===== config.mk =====
export PLATFORM = sky130hd
export DESIGN_NAME = even_issue_ctrl
export DESIGN_NICKNAME = d
export VERILOG_FILES = /design/src/rtl/even_issue_ctrl.sv
export SDC_FILE = /design/constraint.sdc
export NUM_CORES = 1
export LEC_CHECK = 0
export BUFFER_PORTS_ARGS = -buffer_cell sky130_fd_sc_hd__clkbuf_2
export CORE_MARGIN = 2
export CORE_UTILIZATION = 57
export DETAILED_ROUTE_END_ITERATION = 10
export HOLD_SLACK_MARGIN = 0.15
export PLACE_DENSITY = 0.79
export SETUP_SLACK_MARGIN = 0.2
export SYNTH_ARGS = -nofsm -noshare
export SYNTH_HDL_FRONTEND = slang
export SYNTH_SLANG_ARGS = --single-unit

===== constraint.sdc =====
create_clock -name clk -period 4.5 [get_ports clk]
set_input_delay 0.9 -clock clk [delete_from_list [all_inputs] [get_ports clk]]
set_output_delay 0.9 -clock clk [all_outputs]
set_load 0.01 [all_outputs]

===== src/rtl/even_issue_ctrl.sv =====
// Issue/hazard controller for the even pipe. It keeps a shadow scoreboard of in-flight ops, selects
// operand forwarding for the issuing op, and inserts bubbles until every source can be forwarded.
module even_issue_ctrl #(
    parameter int unsigned ADDR_W = 7,
    parameter int unsigned DEPTH  = 7,
    parameter int unsigned CNT_W  = 16
) (
    input  logic              clk,
    input  logic              reset,
    input  logic              in_valid,
    output logic              in_ready,
    input  logic [0:7]        in_cse,
    input  logic [ADDR_W-1:0] in_dest,
    input  logic [ADDR_W-1:0] in_src_a,
    input  logic [ADDR_W-1:0] in_src_b,
    input  logic [ADDR_W-1:0] in_src_c,
    input  logic              in_use_a,
    input  logic              in_use_b,
    input  logic              in_use_c,
    output logic [0:7]        out_cse,
    output logic [ADDR_W-1:0] out_addr,
    output logic [3:0]        fwd_a,
    output logic [3:0]        fwd_b,
    output logic [3:0]        fwd_c,
    output logic              hazard,
    output logic [CNT_W-1:0]  stall_cnt
);

    localparam int unsigned FWD_W = 4;
    localparam int unsigned IDX_W = (DEPTH > 1) ? $clog2(DEPTH) : 1;

    localparam logic [1:0] CLS_BYTE = 2'b00;
    localparam logic [1:0] CLS_FX1  = 2'b01;
    localparam logic [1:0] CLS_FX2  = 2'b10;
    localparam logic [1:0] CLS_FP   = 2'b11;

    typedef struct packed {
        logic              wee;
        logic [ADDR_W-1:0] dest;
        logic [1:0]        cls;
    } shadow_t;

    typedef struct packed {
        logic             not_ready;
        logic [FWD_W-1:0] code;
    } fwd_t;

    shadow_t [DEPTH-1:0] stage_q;   // index 0 is S1 (youngest)
    shadow_t             s1_d;
    fwd_t                res_a;
    fwd_t                res_b;
    fwd_t                res_c;
    logic                issue;

    // Forward code (or not-ready) for a producer of class cls sitting in stage k (1-based).
    function automatic fwd_t stage_code(input logic [1:0] cls, input int unsigned k);
        fwd_t r;
        r = '0;
        case (cls)
            CLS_FX1: begin
                if (k < 2)       r.not_ready = 1'b1;
                else if (k == 2) r.code = 4'd1;
                else if (k <= 7) r.code = FWD_W'(k - 1);
            end
            CLS_BYTE, CLS_FX2: begin
                if (k < 4)       r.not_ready = 1'b1;
                else if (k == 4) r.code = (cls == CLS_BYTE) ? 4'd8 : 4'd7;
                else if (k <= 7) r.code = FWD_W'(k - 1);
            end
            CLS_FP: begin
                if (k < 6)       r.not_ready = 1'b1;
                else if (k <= 7) r.code = 4'd9;
            end
        endcase
        return r;
    endfunction

    // Youngest matching producer decides; older matches are shadowed.
    function automatic fwd_t lookup(input logic              use_src,
                                    input logic [ADDR_W-1:0] src,
                                    input shadow_t [DEPTH-1:0] st);
        fwd_t r;
        logic found;
        r     = '0;
        found = 1'b0;
        for (int unsigned k = 0; k < DEPTH; k++) begin
            logic [IDX_W-1:0] idx;
            idx = IDX_W'(k);
            if (use_src && !found && st[idx].wee && (st[idx].dest == src)) begin
                r     = stage_code(st[idx].cls, k + 1);
                found = 1'b1;
            end
        end
        return r;
    endfunction

    always_comb begin
        res_a    = lookup(in_use_a, in_src_a, stage_q);
        res_b    = lookup(in_use_b, in_src_b, stage_q);
        res_c    = lookup(in_use_c, in_src_c, stage_q);
        hazard   = in_valid && (res_a.not_ready || res_b.not_ready || res_c.not_ready);
        issue    = in_valid && !hazard;
        in_ready = issue;
        out_cse  = issue ? in_cse : 8'h00;
        out_addr = issue ? in_dest : '0;
        fwd_a    = issue ? res_a.code : '0;
        fwd_b    = issue ? res_b.code : '0;
        fwd_c    = issue ? res_c.code : '0;
        s1_d.wee  = issue && in_cse[0];
        s1_d.dest = in_dest;
        s1_d.cls  = in_cse[1:2];
    end

    // Shadow pipe never freezes; a stall simply shifts in a non-producing entry.
    always_ff @(posedge clk or posedge reset) begin
        if (reset) begin
            stage_q   <= '0;
            stall_cnt <= '0;
        end else begin
            stage_q <= {stage_q[DEPTH-2:0], s1_d};
            if (hazard && (stall_cnt != {CNT_W{1'b1}})) begin
                stall_cnt <= stall_cnt + CNT_W'(1);
            end
        end
    end

endmodule


==> impl_metrics.yaml, run 1 <==
setup_path:
  cp-end-kind: "output pin"
  critPathKind: "primary input to output pin"
  worstReg2RegStart: "stage_q[35]"
  crit_required_ns: 3.60
  rrSetupSlack_ns: 1.26
  start_kind: "primary input"
  cp.arrival_ns: 3.40
  r2r_cells: 9
  crit_fanout: 17
  r2r-end: "stall_cnt[1]"
yosys:
  yosysSeqAreaShare: 0.4254
  synth_cell_type_count: 51
  syn_inst: 477
  syn_avg_cell_area_um2: 10.61
  synth_edf_count: 0
  syn_area_um2: 5059
  synthArstFlopShare: 1.000
  syn-num-nets: 523
  ys_warn_count: 0
  synth-seq-cells: 86
  synth_ff_type: "dfrtp_1"
timing:
  maxSlewHeadroom: 0.3554
  fmax_mhz: 232.8
  setup_viol: 0
  rsz0062_at_grt: "yes"
  hold_viol_final: 0
  slew_violations: 0
  tns_ns: 0
  min_period_over_period: 0.9546
  fin_crit_ns: 4.296
  finClkSkew_ns: 0.009369
  tightest_slew_ns: 0.9658
  worst_slack_ns: 0.2042
cells_and_area:
  drive_gt1_frac: 0.2850
  diodes: 0
  final_nets: 620
  layout_commonest_cell: "xnor2_1"
  layout_common_cells: "122 x xnor2_1, 86 x dfrtp_1, 79 x clkbuf_2, 34 x xor2_1, 33 x nand4_1"
  area_growth_pct: 18.20
  fill_cells: 659
  postLayoutCellArea_um2: 5979
floorplanning:
  die_area_um2: 9644
  core-area_um2: 8678
  die_h_um: 98.21
  die_w_um: 98.21
  start_util: 0.5829
  rows: 34
  io_pins: 87
clock_tree:
  clk_latency_ns: 0.36
  cts_made_buffers: 9
  clk_root_buffer_cell: "clkbuf_8"
  h-tree-depth: 3
  clk_path_buf_depth: 2
  cts_tree: "done"
  cts_sinks: 86
  clk_pin_slew_ns: 0.08
grt:
  antenna_found_initial: 0
  grt-ovfl-total: 0
  grt_pass1_vias: 4034
  grt.busiest_layer: "met2"
  grt_max_degree: 58
  grt_pass1_wl_mm: 20.84
  grt_use_total: 0.2788
  gr-usage-met2: 0.4399
  use_met1: 0.3912
  use_met3: 0.03293
min_path:
  min_path_type: "flop to flop"
  hp-start: "stage_q[0]"
  worst_hold_path.endpoint: "stage_q[10]"
  hold_depth: 0
routing:
  wl_per_cell_um: 19.28
  dr.pass1.iters: 5
  drtAntennaViolNets: 0
  first_iter_violations: 285
  wl_mm: 13.25
  drc: 0
  vias_per_cell: 5.854
  vias: 4022
power_and_ir_drop:
  power.density_nw_per_um2: 276.4
  clockPowerShare: 0.310
  leakage_uw: 0.002548
  ir_drop_mv: 0.2136
  power_frac_seq: 0.521
  switching_share: 0.3034
  p_int_uw: 1151
  power_frac_comb: 0.169
  switching_power_uw: 501.5
placement:
  dp_slack_ns: 0.06423
  gp_congestion: 1.008
  placed_cell_area_um2: 5642
  dp_hpwl_mm: 10.16
  io_buffers: 86
run:
  maxCapViolCount: 0
outcome:
  status: "finished clean"
[routing by layer]
layer | part of all wire | vias up
li1 | - | 1842
met1 | 0.44 | 1983
met2 | 0.47 | 168
met3 | 0.060 | 29
met4 | 0.033 | 0
met5 | 0 | -
[final cells by class]
class                      instances  area [um2]  share of cell area
inverter                           8       31.28            0.005231
sequential                        86        2152              0.3599
timing repair buffer             113       656.9              0.1099
multi-input combinational        356        2823              0.4721
clock buffer                      10       127.6             0.02134
tap                              108       135.1             0.02260
clock inverter                     6       53.80            0.008998
[cells by family (layout without fill, tap and decap cells)]
logic type | after synthesis | count (layout) | share of synthesized area
xor gates and xnor gates | 161 | 161 | 0.2802
buffers and inverters | 35 | 137 | 0.03834
adders and majority gates | 4 | 4 | 0.009894
DFF | 86 | 86 | 0.4254
muxes | 2 | 2 | 0.004452
and+or+nand+nor | 154 | 154 | 0.1902
AOI/OAI and AO/OA | 35 | 35 | 0.05145
[power by group through the flow]
stage | combinational, uW | sequential (uW) | clock (uW)
final | 279 | 861 | 513
after global routing | 302 | 867 | 555
after CTS | 270 | 859 | 520
after detailed placement | 265 | 874 | 0
after global placement | 258 | 871 | 0
after floorplan | 187 | 864 | 0
[repair_timing]
item / in CTS / in global routing
setup endpoints to repair: 25 / 28
setup buffers: 1 / 2
gates resized for setup: 8 / 33
pin swaps: 1 / 4
hold buffers: 0 / 0
[per-stage QoR]
| step | instances | hold WS [ns] | power [uW] | util |
|---|---|---|---|---|
| 6_report | 687 | 0.3588 | 1653 | 0.6890 |
| 5_1_grt | 687 | 0.3652 | 1724 | 0.6890 |
| 4_1_cts | 685 | 0.3601 | 1649 | 0.6760 |
| 3_5_place_dp | 668 | 0.3403 | 1139 | 0.6501 |
| 3_3_place_gp | 668 | 0.3336 | 1130 | 0.6501 |
| 2_1_floorplan | 477 | 0.3312 | 1052 | - |
[synthesized netlist by cell type, drive strengths merged (2+ instances only)]
cell | number | area (um2)
ha | 4 | 50.05
buf | 24 | 152.6
and4 | 2 | 17.52
nor4b | 2 | 38.78
a2111oi | 4 | 35.03
nand4b | 2 | 17.52
nor2 | 14 | 52.55
a21oi | 11 | 55.05
o21a | 3 | 22.52
nand4 | 35 | 231.5
nor4 | 11 | 100.1
o21ai | 2 | 10.01
xor2 | 36 | 315.3
nor3b | 4 | 30.03
a21o | 2 | 15.01
mux2 | 2 | 22.52
a32oi | 3 | 26.28
and2 | 15 | 93.84
clkbuf | 3 | 11.26
dfrtp | 86 | 2152
nor3 | 6 | 35.03
nand3 | 18 | 90.09
nor2b | 2 | 12.51
and3 | 13 | 81.33
or4 | 6 | 48.80
nand2 | 19 | 73.82
inv | 8 | 30.03
xnor2 | 125 | 1102
and4b | 2 | 20.02
[registers in the layout, summed over array words and instances (netlist names)]
signal     count
stage_q       70
stall_cnt     16
[worst max-delay path, stage by stage]
cell and delay (ns):
clkbuf_2 0.18, xnor2_2 0.19, nand4_1 0.16, or4_4 0.49, nor4b_4 0.18, o31ai_1 0.29, o211a_2 0.26, nand2_2 0.14
nor2_2 0.16, buf_6 0.17, and2_1 0.15, clkbuf_2 0.13
[worst max-delay path by stage]
| stage | from | to | slack (ns) | cells past startpoint |
|---|---|---|---|---|
| after floorplan | in_src_c[3] | fwd_a[3] | 0.34 | 9 |
| after global placement | in_src_c[6] | out_cse[0] | 0.18 | 12 |
| after detailed placement | in_src_c[6] | out_cse[0] | 0.06 | 12 |
| after CTS | in_src_b[2] | out_cse[0] | 0.19 | 12 |
| after global routing | in_src_a[5] | out_cse[0] | 0.08 | 12 |
| final | in_src_a[5] | out_cse[0] | 0.20 | 12 |
No activity file was read; power rests on OpenSTA's default activity.
==> run 2: changes to the inputs <==
--- a/config.mk
+++ b/config.mk
@@ -6,11 +6,12 @@
 export NUM_CORES = 1
 export LEC_CHECK = 0
 export BUFFER_PORTS_ARGS = -buffer_cell sky130_fd_sc_hd__clkbuf_2
+export CORE_ASPECT_RATIO = 1.1
 export CORE_MARGIN = 2
-export CORE_UTILIZATION = 57
+export CORE_UTILIZATION = 30
 export DETAILED_ROUTE_END_ITERATION = 10
 export HOLD_SLACK_MARGIN = 0.15
-export PLACE_DENSITY = 0.79
+export PLACE_DENSITY = 0.46
 export SETUP_SLACK_MARGIN = 0.2
 export SYNTH_ARGS = -nofsm -noshare
 export SYNTH_HDL_FRONTEND = slang
==> run 2 against run 1 <==
Against the previous run: global-route usage fell by 11 points; cell count rose by 16%; register-to-register slack improved by 0.11 ns; worst setup slack improved by 0.014 ns; clock power rose by 41%; via count fell by 1.6%; clock-buffer cell count did not move; wire length rose by 15%; largest power group unchanged.
==> impl_metrics.yaml, run 2 (synthesized netlist as in run 1, its figures left out) <==
timing:
  slew_violations: 0
  rsz0062_at_grt: "yes"
  fmax_mhz: 233.5
  fin_crit_ns: 4.282
  tightest_slew_ns: 1.082
  hold_viol_final: 0
  finClkSkew_ns: 0.01429
  setup_viol: 0
  maxSlewHeadroom: 0.2789
  worst_slack_ns: 0.2183
  hold_ws_ns: 0.3498
  min_period_over_period: 0.9515
setup_path:
  critPathKind: "primary input to output pin"
  crit_required_ns: 3.60
  crit_chain: "clkbuf_4, buf_6, xnor2_2, nand4_1, or4_4, nor4_4, buf_4, nand2_1, o21ai_2, nor3b_1, nor4_1, buf_2"
  cp.arrival_ns: 3.38
  worstReg2RegStart: "stage_q[38]"
  start_kind: "primary input"
  cp-end-kind: "output pin"
  crit_fanout: 4
  max_stage_delay_ns: 0.53
  crit_buf_inv: 4
  crit_path_top_delay_cell: "or4_4"
  r2r-end: "stall_cnt[13]"
  cp_top_family: "simple AND/OR/NAND/NOR gates"
  r2r_cells: 11
  rrSetupSlack_ns: 1.37
power_and_ir_drop:
  p_int_uw: 1347
  power_frac_seq: 0.457
  clockPowerShare: 0.383
  switching_power_uw: 545.1
  p_total_uw: 1892
  switching_share: 0.2881
  power.density_nw_per_um2: 292.4
  ir_drop_mv: 0.1581
  power_frac_comb: 0.159
  leakage_uw: 0.002739
run:
  maxCapViolCount: 0
routing:
  wl_mm: 15.25
  first_iter_violations: 319
  dr.pass1.iters: 4
  drtAntennaViolNets: 0
  vias_per_cell: 4.960
  wl_per_cell_um: 19.11
  drc: 0
  vias: 3958
clock_tree:
  clk_path_buf_depth: 2
  cts_sinks: 86
  clk_pin_slew_ns: 0.06
  h-tree-depth: 3
  cts_tree: "done"
  clk_latency_ns: 0.36
  clk_root_buffer_cell: "clkbuf_16"
  cts_made_buffers: 9
floorplanning:
  core-area_um2: 16430
  die_area_um2: 17920
  die_h_um: 140.2
  rows: 49
  die_w_um: 127.8
  io_pins: 87
  start_util: 0.3079
placement:
  dp_slack_ns: 0.02957
  placed_cell_area_um2: 5814
  dp_hpwl_mm: 11.76
  gp_congestion: 0.9104
  post-place-cells: 771
  io_buffers: 86
grt:
  grt_pass1_vias: 4089
  antenna_found_initial: 0
  grt_max_degree: 61
  grt_use_total: 0.1723
  grt_pass1_wl_mm: 23.32
  grt-ovfl-total: 0
min_path:
  hold_depth: 0
  min_path_type: "flop to flop"
  worst_hold_path.endpoint: "stage_q[10]"
  hp-start: "stage_q[0]"
cells_and_area:
  final_nets: 635
  biggestRegsByFlops: "stage_q (70), stall_cnt (16)"
  drive_gt1_frac: 0.3266
  layout_commonest_cell: "xnor2_1"
  fin_cells: 798
  layout_common_cells: "112 x xnor2_1, 86 x dfrtp_1, 75 x clkbuf_2, 35 x xor2_1"
  largest_reg_flops: 70
  diodes: 0
  area_growth_pct: 27.90
  postLayoutCellArea_um2: 6470
  top_register: "stage_q"
outcome:
  status: "finished clean"
[run 2: cell count changes in the layout (fill, tap and decap cells not counted), sizes merged]
cell,delta
buf,+16
clkbuf,-1
inv,-3
clkinv,+2
clkinvlp,+1
[run 2: worst max path at each step]
stage | from | end | slack (ns) | depth (start not counted)
floorplan | in_src_c[3] | fwd_a[3] | 0.34 | 9
global placement | in_src_c[3] | fwd_c[3] | -0.006 | 10
detailed placement | in_src_c[3] | fwd_c[3] | 0.03 | 10
CTS | in_src_c[3] | fwd_c[1] | 0.14 | 12
global route | in_src_c[6] | fwd_c[3] | 0.16 | 12
finish | in_src_c[0] | fwd_c[0] | 0.22 | 12
[run 2: layout make-up]
cell class	count	area, um2
Multi-Input combinational cell	356	2957
Clock buffer	10	239.0
Clock inverter	6	46.29
Timing Repair Buffer	128	789.5
Sequential cell	86	2152
Fill cell	1645	9961
Inverter	8	31.28
Tap cell	204	255.2
[run 2: metrics by stage]
| step | utilization | TNS (ns) |
|---|---|---|
| 6_report | 0.3938 | 0 |
| 3_3_place_gp | 0.3539 | -0.005839 |
| 5_1_grt | 0.3938 | 0 |
| 3_5_place_dp | 0.3539 | 0 |
| 2_1_floorplan | - | 0 |
| 4_1_cts | 0.3736 | 0 |
[run 2: power groups by stage]
stage               registers (uW)  logic, uW  clock network, uW
finish                         865        302                725
global route                   871        327                781
CTS                            862        281                746
detailed placement             877        277                  0
global placement               877        276                  0
floorplan                      864        187                  0
[run 2: worst register-to-register path, stage by stage, from the launching register on]
cell and delay (ns):
dfrtp_1 0.49, xnor2_1 0.21, nand4_1 0.10, or4_4 0.54
nor4b_4 0.36, o31ai_1 0.13, o211a_2 0.16, buf_4 0.15
a211oi_4 0.35, buf_4 0.24, and3_1 0.18, xor2_1 0.15
[run 2: timing repair]
action                                 in CTS  in global routing
endpoints found under the hold margin       0                  0
gates resized for setup                     9                 62
cloned                                      0                  2
setup endpoints to repair                  24                 26
pin swaps                                   2                 19
hold buffers                                0                  0
setup buffers                               0                  9
[run 2: per-layer routing]
| layer | vias to the layer above | wire, um | track usage |
|---|---|---|---|
| met5 | - | 0 | 0 |
| met4 | 0 | 256 | 0.06536 |
| met3 | 14 | 498 | 0.02597 |
| met2 | 111 | 7630 | 0.2871 |
| met1 | 1962 | 6865 | 0.2256 |
| li1 | 1871 | - | - |
